## src/rtl/sorteio_papeis_pkg.sv

```systemverilog
// Shared definitions for the role-draw block: role and FSM-state encodings,
// LFSR reset constant and the LFSR feedback step.
package sorteio_papeis_pkg;

  localparam int unsigned LFSR_W = 16;
  localparam logic [LFSR_W-1:0] LFSR_RESET = 16'hACE1;
  localparam logic [3:0] ESTADO_ILEGAL = 4'hF;

  typedef enum logic [1:0] {
    ALDEAO  = 2'd0,
    LOBO    = 2'd1,
    VIDENTE = 2'd2
  } papel_t;

  typedef enum logic [2:0] {
    OCIOSO  = 3'd0,
    INICIA  = 3'd1,
    SORTEIA = 3'd2,
    TROCA   = 3'd3,
    PROXIMO = 3'd4,
    FIM     = 3'd5
  } estado_t;

  // Fibonacci shift-left step, taps 15/13/12/10
  function automatic logic [LFSR_W-1:0] lfsr_passo(input logic [LFSR_W-1:0] v);
    return {v[LFSR_W-2:0], v[15] ^ v[13] ^ v[12] ^ v[10]};
  endfunction

endpackage

```

## src/rtl/sorteio_papeis_if.sv

```systemverilog
// Control/readout bundle between the game control unit and sorteio_papeis.
//   zera, e_seed, sortear : control strobes into the draw block
//   idx_leitura           : player index for role readout
//   papel                 : role of player idx_leitura
//   ocupado, pronto       : busy flag and completion pulse
//   db_estado             : debug view of the FSM state
interface sorteio_papeis_if
  import sorteio_papeis_pkg::*;
#(
  parameter int unsigned NUM_JOGADORES = 8
);
  localparam int unsigned IW = (NUM_JOGADORES > 1) ? $clog2(NUM_JOGADORES) : 1;

  logic          zera;
  logic          e_seed;
  logic          sortear;
  logic [IW-1:0] idx_leitura;
  papel_t        papel;
  logic          ocupado;
  logic          pronto;
  logic [3:0]    db_estado;

  modport master (
    output zera, e_seed, sortear, idx_leitura,
    input  papel, ocupado, pronto, db_estado
  );

  modport slave (
    input  zera, e_seed, sortear, idx_leitura,
    output papel, ocupado, pronto, db_estado
  );
endinterface

```

## src/rtl/sorteio_papeis_lfsr16.sv

```systemverilog
// 16-bit Fibonacci LFSR with seed load and step enable.
//   clock, reset : rising-edge clock, async active-high reset (-> 16'hACE1)
//   i_zera       : synchronous clear back to the reset constant
//   i_carrega    : load i_semente (a zero seed loads 16'hACE1 instead)
//   i_avanca     : advance one step
//   o_proximo    : value the register will hold after the next step
module lfsr16
  import sorteio_papeis_pkg::*;
(
  input  logic              clock,
  input  logic              reset,
  input  logic              i_zera,
  input  logic              i_carrega,
  input  logic [LFSR_W-1:0] i_semente,
  input  logic              i_avanca,
  output logic [LFSR_W-1:0] o_proximo
);

  logic [LFSR_W-1:0] r_lfsr;
  logic [LFSR_W-1:0] w_proximo;

  assign w_proximo = lfsr_passo(r_lfsr);
  assign o_proximo = w_proximo;

  // All-zero is the LFSR lock-up state, so a zero seed is replaced
  always_ff @(posedge clock or posedge reset) begin
    if (reset) begin
      r_lfsr <= LFSR_RESET;
    end else if (i_zera) begin
      r_lfsr <= LFSR_RESET;
    end else if (i_carrega) begin
      r_lfsr <= (i_semente == '0) ? LFSR_RESET : i_semente;
    end else if (i_avanca) begin
      r_lfsr <= w_proximo;
    end
  end

endmodule

```

## src/rtl/sorteio_papeis.sv

```systemverilog
// Role draw for a werewolf-style game: fills a role table with NUM_LOBOS
// wolves (plus one seer when VIDENTE_EN is defined) and shuffles it with a
// Fisher-Yates pass driven by lfsr16, using rejection for out-of-range j.
// Optional feature macro: VIDENTE_EN.
//   clock, reset : rising-edge clock, async active-high reset
//   bus (slave)  : zera/e_seed/sortear/idx_leitura in,
//                  papel/ocupado/pronto/db_estado out
module sorteio_papeis
  import sorteio_papeis_pkg::*;
#(
  parameter int unsigned NUM_JOGADORES = 8,
  parameter int unsigned NUM_LOBOS     = 2
) (
  input  logic                  clock,
  input  logic                  reset,
  sorteio_papeis_if.slave       bus
);

  localparam int unsigned IW = (NUM_JOGADORES > 1) ? $clog2(NUM_JOGADORES) : 1;

  logic [LFSR_W-1:0] r_contador;
  estado_t           r_estado;
  papel_t            r_papeis [NUM_JOGADORES];
  logic [IW-1:0]     r_i;
  logic [IW-1:0]     r_j;
  logic              r_ocupado;
  logic              r_pronto;

  logic [LFSR_W-1:0] w_lfsr_prox;
  logic [IW-1:0]     w_j;
  logic              w_carrega;
  logic              w_avanca;
  papel_t            w_papel;
  logic [3:0]        w_db_estado;

  // Seed capture only while idle; strobes during a draw are ignored
  assign w_carrega = bus.e_seed && (r_estado == OCIOSO);
  assign w_avanca  = (r_estado == SORTEIA);
  assign w_j       = w_lfsr_prox[IW-1:0];

  lfsr16 u_lfsr (
    .clock     (clock),
    .reset     (reset),
    .i_zera    (bus.zera),
    .i_carrega (w_carrega),
    .i_semente (r_contador),
    .i_avanca  (w_avanca),
    .o_proximo (w_lfsr_prox)
  );

  // Free-running seed source
  always_ff @(posedge clock or posedge reset) begin
    if (reset) begin
      r_contador <= '0;
    end else if (bus.zera) begin
      r_contador <= '0;
    end else begin
      r_contador <= r_contador + 16'd1;
    end
  end

  // Draw FSM; ocupado/pronto are registered alongside each transition
  always_ff @(posedge clock or posedge reset) begin
    if (reset) begin
      r_estado  <= OCIOSO;
      r_i       <= '0;
      r_j       <= '0;
      r_ocupado <= 1'b0;
      r_pronto  <= 1'b0;
      for (int unsigned k = 0; k < NUM_JOGADORES; k++) r_papeis[k] <= ALDEAO;
    end else if (bus.zera) begin
      r_estado  <= OCIOSO;
      r_i       <= '0;
      r_j       <= '0;
      r_ocupado <= 1'b0;
      r_pronto  <= 1'b0;
      for (int unsigned k = 0; k < NUM_JOGADORES; k++) r_papeis[k] <= ALDEAO;
    end else begin
      r_pronto <= 1'b0;
      case (r_estado)
        OCIOSO: begin
          if (bus.sortear) begin
            r_estado  <= INICIA;
            r_ocupado <= 1'b1;
          end
        end
        INICIA: begin
          for (int unsigned k = 0; k < NUM_JOGADORES; k++) begin
            if (k < NUM_LOBOS) r_papeis[k] <= LOBO;
            else               r_papeis[k] <= ALDEAO;
          end
`ifdef VIDENTE_EN
          r_papeis[NUM_LOBOS] <= VIDENTE;
`endif
          r_i      <= IW'(NUM_JOGADORES - 1);
          r_estado <= SORTEIA;
        end
        SORTEIA: begin
          // j beyond i is rejected and redrawn on the next step
          if (w_j <= r_i) begin
            r_j      <= w_j;
            r_estado <= TROCA;
          end
        end
        TROCA: begin
          r_papeis[r_i] <= r_papeis[r_j];
          r_papeis[r_j] <= r_papeis[r_i];
          r_estado      <= PROXIMO;
        end
        PROXIMO: begin
          if (r_i == IW'(1)) begin
            r_estado <= FIM;
            r_pronto <= 1'b1;
          end else begin
            r_i      <= r_i - IW'(1);
            r_estado <= SORTEIA;
          end
        end
        FIM: begin
          r_estado  <= OCIOSO;
          r_ocupado <= 1'b0;
        end
        default: begin
          r_estado  <= OCIOSO;
          r_ocupado <= 1'b0;
        end
      endcase
    end
  end

  // Role readout; indices past the last player read as ALDEAO
  if (NUM_JOGADORES == (1 << IW)) begin : g_leitura_cheia
    always_comb w_papel = r_papeis[bus.idx_leitura];
  end else begin : g_leitura_parcial
    always_comb begin
      w_papel = ALDEAO;
      if ({1'b0, bus.idx_leitura} < (IW+1)'(NUM_JOGADORES))
        w_papel = r_papeis[bus.idx_leitura];
    end
  end

  // Debug state code; unreachable encodings report 4'hF
  always_comb begin
    w_db_estado = ESTADO_ILEGAL;
    case (r_estado)
      OCIOSO, INICIA, SORTEIA, TROCA, PROXIMO, FIM: w_db_estado = {1'b0, r_estado};
      default: w_db_estado = ESTADO_ILEGAL;
    endcase
  end

  assign bus.papel     = w_papel;
  assign bus.ocupado   = r_ocupado;
  assign bus.pronto    = r_pronto;
  assign bus.db_estado = w_db_estado;

endmodule

```

## src/flat_wrapper.sv

```systemverilog
// flat-port wrapper written by rule: the top's interface ports become plain ports
module sorteio_papeis_flat import sorteio_papeis_pkg::*;
#(
  parameter int unsigned NUM_JOGADORES = 8,
  parameter int unsigned NUM_LOBOS     = 2
)
  (clock, reset, bus_zera, bus_e_seed, bus_sortear, bus_idx_leitura, bus_papel, bus_ocupado, bus_pronto, bus_db_estado);
  sorteio_papeis_if #(.NUM_JOGADORES(NUM_JOGADORES)) bus_i ();
  input  logic clock;
  input  logic reset;
  input wire logic [$bits(bus_i.zera)-1:0] bus_zera;
  input wire logic [$bits(bus_i.e_seed)-1:0] bus_e_seed;
  input wire logic [$bits(bus_i.sortear)-1:0] bus_sortear;
  input wire logic [$bits(bus_i.idx_leitura)-1:0] bus_idx_leitura;
  output wire logic [$bits(bus_i.papel)-1:0] bus_papel;
  output wire logic [$bits(bus_i.ocupado)-1:0] bus_ocupado;
  output wire logic [$bits(bus_i.pronto)-1:0] bus_pronto;
  output wire logic [$bits(bus_i.db_estado)-1:0] bus_db_estado;
  assign bus_i.zera = bus_zera;
  assign bus_i.e_seed = bus_e_seed;
  assign bus_i.sortear = bus_sortear;
  assign bus_i.idx_leitura = bus_idx_leitura;
  assign bus_papel = bus_i.papel;
  assign bus_ocupado = bus_i.ocupado;
  assign bus_pronto = bus_i.pronto;
  assign bus_db_estado = bus_i.db_estado;
  sorteio_papeis #(.NUM_JOGADORES(NUM_JOGADORES), .NUM_LOBOS(NUM_LOBOS)) u_core (.clock(clock), .reset(reset), .bus(bus_i));
endmodule
```

## config.mk

```make
export PLATFORM = sky130hd
export DESIGN_NAME = sorteio_papeis_flat
export DESIGN_NICKNAME = d
export VERILOG_FILES = /design/src/rtl/sorteio_papeis_pkg.sv /design/src/rtl/sorteio_papeis_if.sv /design/src/rtl/sorteio_papeis_lfsr16.sv /design/src/rtl/sorteio_papeis.sv /design/src/flat_wrapper.sv
export SDC_FILE = /design/constraint.sdc
export NUM_CORES = 1
export LEC_CHECK = 0
export CAP_MARGIN = 10
export CORE_UTILIZATION = 65
export CTS_CLUSTER_DIAMETER = 50
export DETAILED_ROUTE_END_ITERATION = 10
export PLACE_DENSITY = 0.85
export SYNTH_ARGS = -nofsm -noshare
export SYNTH_HDL_FRONTEND = slang
export SYNTH_SLANG_ARGS = --single-unit
```

## constraint.sdc

```tcl
create_clock -name clock -period 4.5 [get_ports clock]
set_clock_uncertainty 0.2 [all_clocks]
set_input_delay 1.35 -clock clock [delete_from_list [all_inputs] [get_ports clock]]
set_output_delay 1.35 -clock clock [all_outputs]
set_load 0.005 [all_outputs]
```

# Yosys cells after proc, flatten, opt, wreduce, memory -nomap -nowiden
# Cells that the tools add are included.
# op_classes
reduce_logical,16
n_mux,40
n_addsub,2
n_eq_ne,10
n_bitwise,6
order_cmp,6
# ops
cell,n
$mux W16,6
$bwmux W16,2
$pmux W16 S2,1
$mux W3,9
$bmux W2 S3,3
$add A16 B1 Y16 const B,1
$logic_not A16 Y1,1
$mux W2,8
$pmux W3 S5,1
$demux W2 S3,2
$ge A4 B4 Y1 const B,3
$not A3 Y4,3
$reduce_bool A3 Y1,3
$lt A4 B1 Y1 const B,2
$reduce_and A2 Y1,4
$eq A3 B1 Y1 const B,2
$eq A3 B2 Y1 const B,2
$eq A3 B3 Y1 const B,2
$ne A3 B3 Y1 const B,2
$pmux W3 S2,1
$reduce_or A6 Y1,1
$mux W1,5
$mux W4,1
$reduce_bool A2 Y1,2
9 further kinds,13
# totals
regBits,59
out_inout_bits,8

# Logic depth before layout (Yosys ltp)
# logic_depth
ltp_word,9
depth_mapped,8
depth_no_buf,7

# Modules after synthesis
# From an unflattened synthesis, not the netlist that was laid out.
# hier_totals
hier_cells,397
hier_area_um2,3846.2
# by_module_without_submodules
mod,seq_area_each_um2,area_per_inst_um2,cells_each,instances
sorteio_papeis,1076.0,2776.4,299,1
lfsr16,410.4,1069.8,98,1

# Worst setup path after synthesis
# Ideal clock, no wire load.
# synth_timing
path_kind,input to output
from,input bus_idx_leitura[0]
to,output bus_papel[0]
required_ns,2.950
t_arrival_ns,2.082
setup_slack_ns,0.868
path_stages,2
path_cell_list,mux4_2 -> mux2_2
# synth_via
elab_chain_cells,4
# synth_lines
item,line_no,text
"start, declared",flat_wrapper.sv:14,input wire logic [$bits(bus_i.idx_leitura)-1:0] bus_idx_leitura;
$not A3 Y4 (implied by the code),sorteio_papeis.sv:133,always_comb w_papel = r_papeis[bus.idx_leitura];
$bmux W2 S3,sorteio_papeis.sv:133,
$mux W2 (implied by the code) (2 in a row),sorteio_papeis.sv:133,
"end, declared",flat_wrapper.sv:15,output wire logic [$bits(bus_i.papel)-1:0] bus_papel;
# No other way between the ends. The select of a mux whose other input is x is not followed.

# Final worst setup path
# layout_timing
from,input bus_idx_leitura[0]
to,output bus_papel[1]
# Same word-level chain as after synthesis.

==> results.md <==
* Post-synthesis register bit count at between 50 and 60
* Crit path buf inv count at 2
* CP delay by family, top: multiplexers
* Initial Util at roughly 67%
* Kind of critical path: input pin to output port
* Pin count of the biggest net entering global routing at 34
* Max stage delay on crit path at between 500 and 600 ps
* Synth area leader: dfrtp_1
* Yosys warns at 0
* Top cells by area, synth: dfrtp_1 (35%), dfstp_2 (5.7%), nand2_1 (4.1%), mux4_2 (3.7%), o21ai_0 (3.4%)
* Max clock buf depth at 2
* Worst Setup Start Kind: input pin
* Power Density at slightly above 400 nW/um^2
* Unique masters post-synth at 62
* DRC viols at 0
* EDFF count, synth at 0
* Met3 wire length at 587 um
* Peak Freq at between 200 and 250 MHz
* Fillers at 391
* Final Critical Period at roughly 4300 ps
* Status: complete, no violations
* Primary FF master, synth: dfrtp_1
* Total GRT Usage at between 30% and 40%
* Setup TNS at 0 ps
* Antenna cells at 0
* Worst hold path type: flip-flop to flip-flop
* Yosys top cell area share at around 35%
* RSZ-0062 raised after global routing: no
* # rows at 27
* Critical Path Fanout Max at 4
* Area grow syn2layout at 7.39%
* Clock Tree Root: clkbuf_8
* Met2 wire len at 4.62 mm
* Fraction of registers with async set/reset at 100%
* Final std cells w/o fill at 476
* P_leak at 1.64 nW
* Net count reported at finish at 413
* IO Pins at 16
* Syn Inst Count at slightly below 400
* Core box area at around 5500 um^2
* Max-cap violations at 0
* Hold Vio Cnt, Final at 0
* Peak supply drop at around 0.28 mV
* Initial antenna violation count at 0
* Post-Route WL at between 9 and 10 mm
* CTS tree: built
* Post-route cell area at 3970 um^2
* Cells along the critical path: clkbuf_2, mux4_2, mux2_2, clkdlybuf4s50_1
* Rel. slew slack at 44.0%
* Placed inst area at between 3000 and 4000 um^2
* DIE AREA at 5990 um^2
* DR vias at between 3000 and 4000
* Skew-Pair Late Insertion Delay at between 300 and 400 ps
* Post-DP HPWL at 6.28 mm
* WP data arrival at 2730 ps
* Die height at 77.4 um
* CTS Buf Count at 9
* WL per Instance at 19.1 um
* Synthesized area per cell at 9.42 um^2
* # setup viols final at 0
* Dpl cells at 460
* Total power at 1.60 mW
* Syn nets at 406
* # Post-CTS Setup Buffers at 0
* Req. time, crit path at between 2000 and 3000 ps
* GRT overflow at 0
* Detailed Route Iter0 Violations at around 330
* Worst-path clk slew at 60 ps
* Max layer used: met4
* Synthesized area at about 3700 um^2
* Final Max Tran Viols at 0
* Fin crit share at 95.1%
* Met1 Wirelength at 3.65 mm
* Critical path capture point type: output port
* Flop-to-flop setup slack at 1890 ps
* Gpl congestion at 0.932
* Slowest CP cell: mux4_2
* H-tree Lvls at 3
* Actual slew at the worst max-slew pin at 840 ps
* First-pass GRT wire length at 15.3 mm
* Clk sinks at 59
* DRT Pass-1 Iters at 8
* Post-synthesis sequential area ratio at between 40% and 50%
* Vias/cell at about 6.7
* Hold buffers post-CTS at 0
* Die Width at between 70 and 80 um
* # port buffers at 15
* Vias in the first global route at between 3000 and 4000
* Final ANT Viol Nets at 0
* Layout cells sized above 1 at 11.9%
==> tightest hold or removal path: cells and delay by family (launching register included) <==
| family | cells | cell delay [ps] |
|---|---|---|
| and+or+nand+nor | 1 | 50 |
| AOI/OAI and AO/OA | 1 | 60 |
| DFF | 1 | 340 |
==> metal layers <==
metal	vias up	track usage (%)
li1	1444	-
met1	1576	42.7
met2	155	55.3
met3	31	6.82
met4	0	11.7
met5	-	0
==> cell usage after synthesis (4+ instances only) <==
library cell / n
a21oi_1: 16
a22oi_1: 6
and2_1: 4
and3_1: 4
clkbuf_1: 14
clkbuf_8: 6
dfrtp_1: 51
dfstp_2: 8
ha_1: 6
inv_1: 13
mux2_2: 4
mux2i_1: 12
mux4_2: 6
nand2_1: 40
nand2b_1: 8
nand3_1: 14
nand3b_1: 6
nand4_1: 6
nor2_1: 33
nor2b_1: 7
nor3_1: 11
o211ai_1: 5
o21ai_0: 25
o22ai_1: 6
o31ai_1: 6
or3_1: 4
xnor2_1: 9
xor2_1: 6
==> cell type report <==
class / instances / area, um^2 / share of cell area [%]
multi-input combinational: 296 / 1990 / 50.2
sequential: 59 / 1490 / 37.5
timing repair buffer: 20 / 185 / 4.67
clock buffer: 13 / 149 / 3.76
tap: 72 / 90.1 / 2.27
inverter: 13 / 48.8 / 1.23
clock inverter: 3 / 15.0 / 0.379
==> kinds of logic (layout without fill, tap and decap cells) <==
family	count (synthesis)	count (layout)	synth area share (%)
XOR/XNOR	16	16	4.17
flip-flops	59	59	40.3
buffers and inverters	37	49	5.83
adder cells (fa/ha/maj)	6	6	2.03
AND/OR/NAND/NOR	155	155	21.8
AO/OA/AOI/OAI	97	97	17.8
multiplexers	22	22	8.13
==> path summary, 6_finish.rpt <==
path / startpoint / to / depth (start not counted)
max: bus_idx_leitura[0] / bus_papel[1] / 4
min: u_core.u_lfsr.r_lfsr[4] / u_core.u_lfsr.r_lfsr[4] / 2
max reg2reg: u_core.r_i[1] / u_core.r_j[0] / 7
min reg2reg: u_core.u_lfsr.r_lfsr[4] / u_core.u_lfsr.r_lfsr[4] / 2
max in group asynchronous: reset / u_core.r_estado[0] / 3
min in group asynchronous: reset / u_core.u_lfsr.r_lfsr[3] / 2
==> placed cells by master, fill, tap and decap left out, types with 9 or more instances in the layout <==
master	synthesis	final
clkbuf_8	6	10
clkdlybuf4s50_1	0	13
a21oi_1	16	16
xnor2_1	9	9
mux2i_1	12	12
nand2_1	40	40
dfrtp_1	51	51
nand3_1	14	14
nor2_1	33	33
inv_1	13	12
o21ai_0	25	25
nor3_1	11	11
==> registers in the layout, indices dropped and copies added (netlist names) <==
signal,cells
u_core.r_contador,16
u_core.r_i,3
u_core.bus.ocupado,1
u_core.r_papeis,16
u_core.bus.pronto,1
u_core.r_j,3
u_core.r_estado,3
u_core.u_lfsr.r_lfsr,16
==> repair_timing <==
action / in CTS / in global routing
resized for setup: 1 / 3
endpoints found under the setup margin: 2 / 2
cloned: 0 / 0
endpoints found under the hold margin: 0 / 0
==> power by group <==
group          total (mW)  internal, mW  switching, mW
Combinational       0.463         0.209          0.253
Sequential          0.723         0.608          0.115
Clock               0.415         0.212          0.202
Total                1.60          1.03          0.570
==> metrics by stage <==
stage | worst slack, ps | hold WS, ps | util [%]
floorplan | 868 | 250 | -
detailed placement | -262 | 272 | 69.1
global route | 170 | 310 | 72.0
CTS | 5.09 | 288 | 72.0
finish | 219 | 295 | 72.0
global placement | -223 | 267 | 69.1
(Power assumes the default switching activity.)
